--- src/rtl/vga_clock_pkg.sv ---
// Shared types and BCD helpers for the VGA clock time-of-day logic.
package vga_clock_pkg;

  typedef logic [5:0] hrs_bcd_t;  // {tens[1:0], units[3:0]}
  typedef logic [6:0] ms_bcd_t;   // {tens[2:0], units[3:0]}

  localparam logic [7:0] HRS_MAX = 8'h23;
  localparam logic [7:0] MS_MAX  = 8'h59;

  localparam int NUM_BTN = 3;
  localparam int BTN_SEC = 0;
  localparam int BTN_MIN = 1;
  localparam int BTN_HRS = 2;

  typedef enum logic {
    BTN_IDLE = 1'b0,
    BTN_HELD = 1'b1
  } btn_state_t;

  function automatic ms_bcd_t ms_next(ms_bcd_t v);
    if (v == MS_MAX[6:0]) return '0;
    if (v[3:0] == 4'd9) return {v[6:4] + 3'd1, 4'd0};
    return {v[6:4], v[3:0] + 4'd1};
  endfunction

  function automatic hrs_bcd_t hrs_next(hrs_bcd_t v);
    if (v == HRS_MAX[5:0]) return '0;
    if (v[3:0] == 4'd9) return {v[5:4] + 2'd1, 4'd0};
    return {v[5:4], v[3:0] + 4'd1};
  endfunction

endpackage

--- src/rtl/button_debounce.sv ---
// One adjust button: 2-flop sync, debounce, IDLE/HELD FSM with auto-repeat.
module button_debounce
  import vga_clock_pkg::*;
#(
  parameter int DB_CYCLES     = 315_000,
  parameter int REPEAT_CYCLES = 7_875_000
) (
  input  logic clk,
  input  logic reset,
  input  logic btn,
  output logic inc_pulse
);

  localparam int DW = $clog2(DB_CYCLES + 1);
  localparam int RW = $clog2(REPEAT_CYCLES + 1);

  logic          sync1, sync2, db_level;
  logic [DW-1:0] db_cnt;
  logic [RW-1:0] rep_cnt;
  btn_state_t    state;
  logic          db_hit, db_rise, db_fall;

  // Level flips on the last of DB_CYCLES consecutive differing samples.
  assign db_hit  = (sync2 != db_level) && (db_cnt == DW'(DB_CYCLES - 1));
  assign db_rise = db_hit & sync2;
  assign db_fall = db_hit & ~sync2;

  always_ff @(posedge clk) begin
    if (reset) begin
      sync1     <= 1'b0;
      sync2     <= 1'b0;
      db_level  <= 1'b0;
      db_cnt    <= '0;
      rep_cnt   <= '0;
      state     <= BTN_IDLE;
      inc_pulse <= 1'b0;
    end else begin
      sync1 <= btn;
      sync2 <= sync1;
      if (sync2 == db_level) begin
        db_cnt <= '0;
      end else if (db_hit) begin
        db_level <= sync2;
        db_cnt   <= '0;
      end else begin
        db_cnt <= db_cnt + DW'(1);
      end

      inc_pulse <= 1'b0;
      case (state)
        BTN_IDLE: begin
          if (db_rise) begin
            state     <= BTN_HELD;
            inc_pulse <= 1'b1;
            rep_cnt   <= '0;
          end
        end
        BTN_HELD: begin
          if (db_fall) begin
            state <= BTN_IDLE;
          end else if (rep_cnt == RW'(REPEAT_CYCLES - 1)) begin
            inc_pulse <= 1'b1;
            rep_cnt   <= '0;
          end else begin
            rep_cnt <= rep_cnt + RW'(1);
          end
        end
        default: state <= BTN_IDLE;
      endcase
    end
  end

endmodule

--- src/rtl/vga_clock_timekeeper.sv ---
// Time-of-day keeper: 1 Hz prescaler, BCD h:m:s with button adjust,
// snapshot registers refreshed only on frame_start for tear-free drawing.
module vga_clock_timekeeper
  import vga_clock_pkg::*;
#(
  parameter int CLK_HZ        = 31_500_000,
  parameter int DB_CYCLES     = 315_000,
  parameter int REPEAT_CYCLES = 7_875_000
) (
  input  logic       clk,
  input  logic       reset,
  input  logic       adj_hrs,
  input  logic       adj_min,
  input  logic       adj_sec,
  input  logic       frame_start,
  output logic [5:0] hrs,
  output logic [6:0] min,
  output logic [6:0] sec,
  output logic       sec_tick
);

  localparam int PW = $clog2(CLK_HZ);

  logic [PW-1:0]      presc;
  logic               tick, tick_pending, apply_tick, any_inc;
  logic [NUM_BTN-1:0] btn_raw, inc;
  hrs_bcd_t           hrs_q, hrs_d;
  ms_bcd_t            min_q, min_d, sec_q, sec_d;

  assign btn_raw = {adj_hrs, adj_min, adj_sec};

  for (genvar i = 0; i < NUM_BTN; i++) begin : g_btn
    button_debounce #(
      .DB_CYCLES    (DB_CYCLES),
      .REPEAT_CYCLES(REPEAT_CYCLES)
    ) u_btn (
      .clk      (clk),
      .reset    (reset),
      .btn      (btn_raw[i]),
      .inc_pulse(inc[i])
    );
  end

  assign tick    = (presc == PW'(CLK_HZ - 1));
  assign any_inc = |inc;
  // Adjust pulses own the cycle; a colliding tick waits in tick_pending.
  assign apply_tick = (tick | tick_pending) & ~any_inc;

  always_comb begin
    hrs_d = hrs_q;
    min_d = min_q;
    sec_d = sec_q;
    if (apply_tick) begin
      sec_d = ms_next(sec_q);
      if (sec_q == MS_MAX[6:0]) begin
        min_d = ms_next(min_q);
        if (min_q == MS_MAX[6:0]) hrs_d = hrs_next(hrs_q);
      end
    end else begin
      if (inc[BTN_SEC]) sec_d = ms_next(sec_q);
      if (inc[BTN_MIN]) min_d = ms_next(min_q);
      if (inc[BTN_HRS]) hrs_d = hrs_next(hrs_q);
    end
  end

  always_ff @(posedge clk) begin
    if (reset) begin
      presc        <= '0;
      sec_tick     <= 1'b0;
      tick_pending <= 1'b0;
      hrs_q        <= '0;
      min_q        <= '0;
      sec_q        <= '0;
      hrs          <= '0;
      min          <= '0;
      sec          <= '0;
    end else begin
      presc    <= tick ? '0 : presc + PW'(1);
      sec_tick <= tick;
      // A new tick landing on a pending one keeps one queued so none are lost.
      if (any_inc) tick_pending <= tick_pending | tick;
      else         tick_pending <= tick_pending & tick;
      hrs_q <= hrs_d;
      min_q <= min_d;
      sec_q <= sec_d;
      if (frame_start) begin
        hrs <= hrs_d;
        min <= min_d;
        sec <= sec_d;
      end
    end
  end

endmodule

--- config.mk ---
export PLATFORM = sky130hd
export DESIGN_NAME = vga_clock_timekeeper
export DESIGN_NICKNAME = d
export VERILOG_FILES = /design/src/rtl/vga_clock_pkg.sv /design/src/rtl/button_debounce.sv /design/src/rtl/vga_clock_timekeeper.sv
export SDC_FILE = /design/constraint.sdc
export NUM_CORES = 1
export LEC_CHECK = 0
export CORE_ASPECT_RATIO = 1.2
export CORE_MARGIN = 3
export CORE_UTILIZATION = 67
export DETAILED_ROUTE_END_ITERATION = 6
export HOLD_SLACK_MARGIN = 0.02
export PLACE_DENSITY = 0.95
export REMOVE_ABC_BUFFERS = 1
export SLEW_MARGIN = 20
export SYNTH_ARGS = -nofsm -noshare
export SYNTH_HDL_FRONTEND = slang
export SYNTH_HIERARCHICAL = 1
export SYNTH_SLANG_ARGS = --single-unit
--- constraint.sdc ---
create_clock -name clk -period 3.3 [get_ports clk]
set_input_delay 0.33 -clock clk [delete_from_list [all_inputs] [get_ports clk]]
set_output_delay 0.33 -clock clk [all_outputs]
set_load 0.05 [all_outputs]
==> results_dict.tcl <==
set metrics [dict create \
    outcome "complete, no violations" \
    rows 49 \
    worstPathArrival_ns 2.89 \
    slowest_delay_ns 0.80 \
    cap_violations 0 \
    clockBufferDepth 3 \
    portBuffers 26 \
    synthFlopType "dfxtp_1" \
    min_from "reset" \
    chipWidth_um 120 \
    cts_root_buf "clkbuf_16" \
    critPathBufInv 1 \
    startpoint_type "register" \
    die_y_um 142 \
    rr_startpoint "g_btn[2].u_btn/db_cnt[0]" \
    path_cells "ha_1, and3_1, nand4b_1, nor2_1, o21bai_1, buf_4, o21ai_0, mux2i_1" \
    grt_use_total_pct 28.0 \
    cp-startpoint "g_btn[2].u_btn/db_cnt[0]" \
    hold_viol 0 \
    synth.distinct_cells 71 \
    io_pins 27 \
    antenna_found_initial 0 \
    n_antenna_cell 0 \
    fp.dieArea_mm2 0.0171 \
    clk_latency_ns 0.50 \
    overflow 0 \
    relSlewSlack_pct 31.6 \
    start_util_pct 68.9 \
    ir_drop_uv 490 \
    grt_max_degree 32 \
    p_per_area_mw_per_mm2 458 \
    fin_crit_ns 2.48 \
    yosysWarnings 6 \
    cp_slowest_cell "o21bai_1" \
    cts_resized 0 \
    rsz0062_at_grt "no" \
    viasPerCell 6.45 \
    area_growth_pct 10.9 \
    clock-sinks 208 \
    cp_top_family "compound AO/OA/AOI/OAI gates" \
    leakage_uw 0.00405 \
    critical_path_class "reg -> reg" \
    critPathRequiredTime_ns 3.71 \
    postLayoutCoreUtil_pct 76.5 \
    holdCritPathClass "in -> reg" \
    fin_nets 1277 \
    yosys-top-cells-area "dfxtp_1 (40%), nor2_1 (5.5%), nand2_1 (3.7%)" \
    fin_total_pwr_uw 5290 \
    grt_pass1_vias 8903 \
    clkPwrFrac_pct 49.4 \
    cts_tree "done" \
    period_share_pct 75.1 \
    yosysTopAreaCellShare_pct 40.1 \
    synth.yosys.seq_area_share_pct 40.1 \
    worstPathMaxFanout 14 \
    synth_top_area_cell "dfxtp_1" \
    layout_common_cells "dfxtp_1 (208), nor2_1 (153), nand2_1 (102), nand3_1 (73), a21oi_1 (59)" \
    async_reset_ff_share_pct 0 \
    syn-cell-area_mm2 0.0104 \
    syn_area_per_cell_um2 8.33 \
    syn_inst 1248 \
    skew_ns 0.0127 \
    dp_hpwl_mm 15.4 \
    dr.pass1.iters 5 \
    totalWireLength_mm 24.5 \
    fin_setup_tns_ns 0 \
    drt_iter0_markers 973 \
    maxSlewViolCount 0 \
    cts-buffers-inserted 21 \
    ctsHoldBuffers 0 \
    p_comb_share_pct 2.6 \
    wl_per_cell_um 16.6 \
    clkTransAtPathRegs_ns 0.07 \
    cts_htree_levels 1 \
    synth-seq-cells 208 \
    postCtsSetupRepairBufs 0 \
    layout_commonest_cell "dfxtp_1" \
    p_switching_uw 1100 \
    grt_pass1_wl_mm 41.3 \
    clock.fmax_ghz 0.404 \
    tightestPinTransition_ns 1.03 \
    synth_edf_count 0 \
    end_kind "register" \
    core_mm2 0.0151 \
    internal-power_uw 4190 \
    drive_gt1_share_pct 6.39 \
    swShare_pct 20.7 \
    seqPwrFrac_pct 48.0 \
    routabilityCongestion 0.939 \
    drc 0 \
    ant_nets 0 \
    num_vias 9495 \
    setup_viol 0 \
]
[kinds of logic after synthesis]
kind of cell	share of synthesized area, %
buf+inv	4.20
fa+ha+maj	2.17
xor+xnor	6.49
mux	2.72
simple gates	28.8
flops	40.1
compound gates	15.5
[sequential cells by signal (all words and copies together) (netlist names)]
register / count
g_btn.u_btn/rep_cnt: 69
g_btn.u_btn/db_cnt: 57
presc: 25
min: 7
min_q: 7
sec: 7
sec_q: 7
hrs: 6
hrs_q: 6
g_btn.u_btn/db_level: 3
g_btn.u_btn/inc_pulse: 3
g_btn.u_btn/state: 3
g_btn.u_btn/sync1: 3
g_btn.u_btn/sync2: 3
sec_tick: 1
tick_pending: 1
[synthesized netlist by cell type, types with 4 or more instances]
library cell / count
a211o_1: 13
a211oi_1: 9
a21oi_1: 59
a31oi_1: 18
and2_1: 10
and3_1: 41
and4_1: 7
buf_2: 13
buf_6: 4
clkbuf_1: 40
dfxtp_1: 208
ha_1: 18
inv_1: 34
mux2i_1: 26
nand2_1: 102
nand3_1: 73
nand3b_1: 11
nand4_1: 46
nor2_1: 153
nor2b_1: 14
nor3_1: 38
nor3b_1: 12
nor4_1: 10
nor4b_1: 7
nor4bb_1: 4
o211ai_1: 24
o21ai_0: 45
o21ai_1: 7
o22ai_1: 4
o31ai_1: 17
o32ai_1: 9
or2_2: 6
or3_1: 20
or4_4: 4
xnor2_1: 35
xor2_1: 42
[per-layer routing]
| metal | routed length, um | GRT usage, % |
|---|---|---|
| met1 | 9980 | 34.4 |
| met3 | 1590 | 3.98 |
| met5 | 0 | 0 |
| met2 | 12400 | 51.3 |
| met4 | 556 | 8.14 |
[power by group through the flow]
| stage | registers (uW) | logic (uW) | clock network [uW] |
|---|---|---|---|
| 2_1_floorplan | 2600 | 59.7 | 0 |
| 3_3_place_gp | 2590 | 127 | 0 |
| 3_5_place_dp | 2590 | 131 | 0 |
| 4_1_cts | 2540 | 135 | 2620 |
| 5_1_grt | 2540 | 147 | 2740 |
| 6_report | 2540 | 137 | 2610 |
[area by class of cell]
cell class | count | area, um^2
timing repair buffer | 43 | 395
clock inverter | 8 | 148
multi-input combinational | 939 | 5800
fill | 1017 | 3550
tap | 204 | 255
clock buffer | 30 | 619
sequential | 208 | 4160
inverter | 40 | 150
[path summary, 6_finish.rpt]
check	slack, ns	end	cells past startpoint
worst max-delay path	0.82	g_btn[2].u_btn/rep_cnt[12]	8
worst max register to register	0.82	g_btn[2].u_btn/rep_cnt[12]	8
worst min register to register	0.44	g_btn[0].u_btn/sync2	1
worst min-delay path	0.35	sec_q[0]	2
[through the flow]
step	std cells	setup WS [ns]	instance area, um^2	hold slack (ns)
after floorplan	1187	0.599	10100	0.398
after global placement	1434	1.01	10800	0.417
after detailed placement	1434	0.929	10800	0.429
after CTS	1472	0.865	11500	0.341
after global routing	1472	0.563	11500	0.377
final	1472	0.822	11500	0.352
No activity file was read; power rests on OpenSTA's default activity.
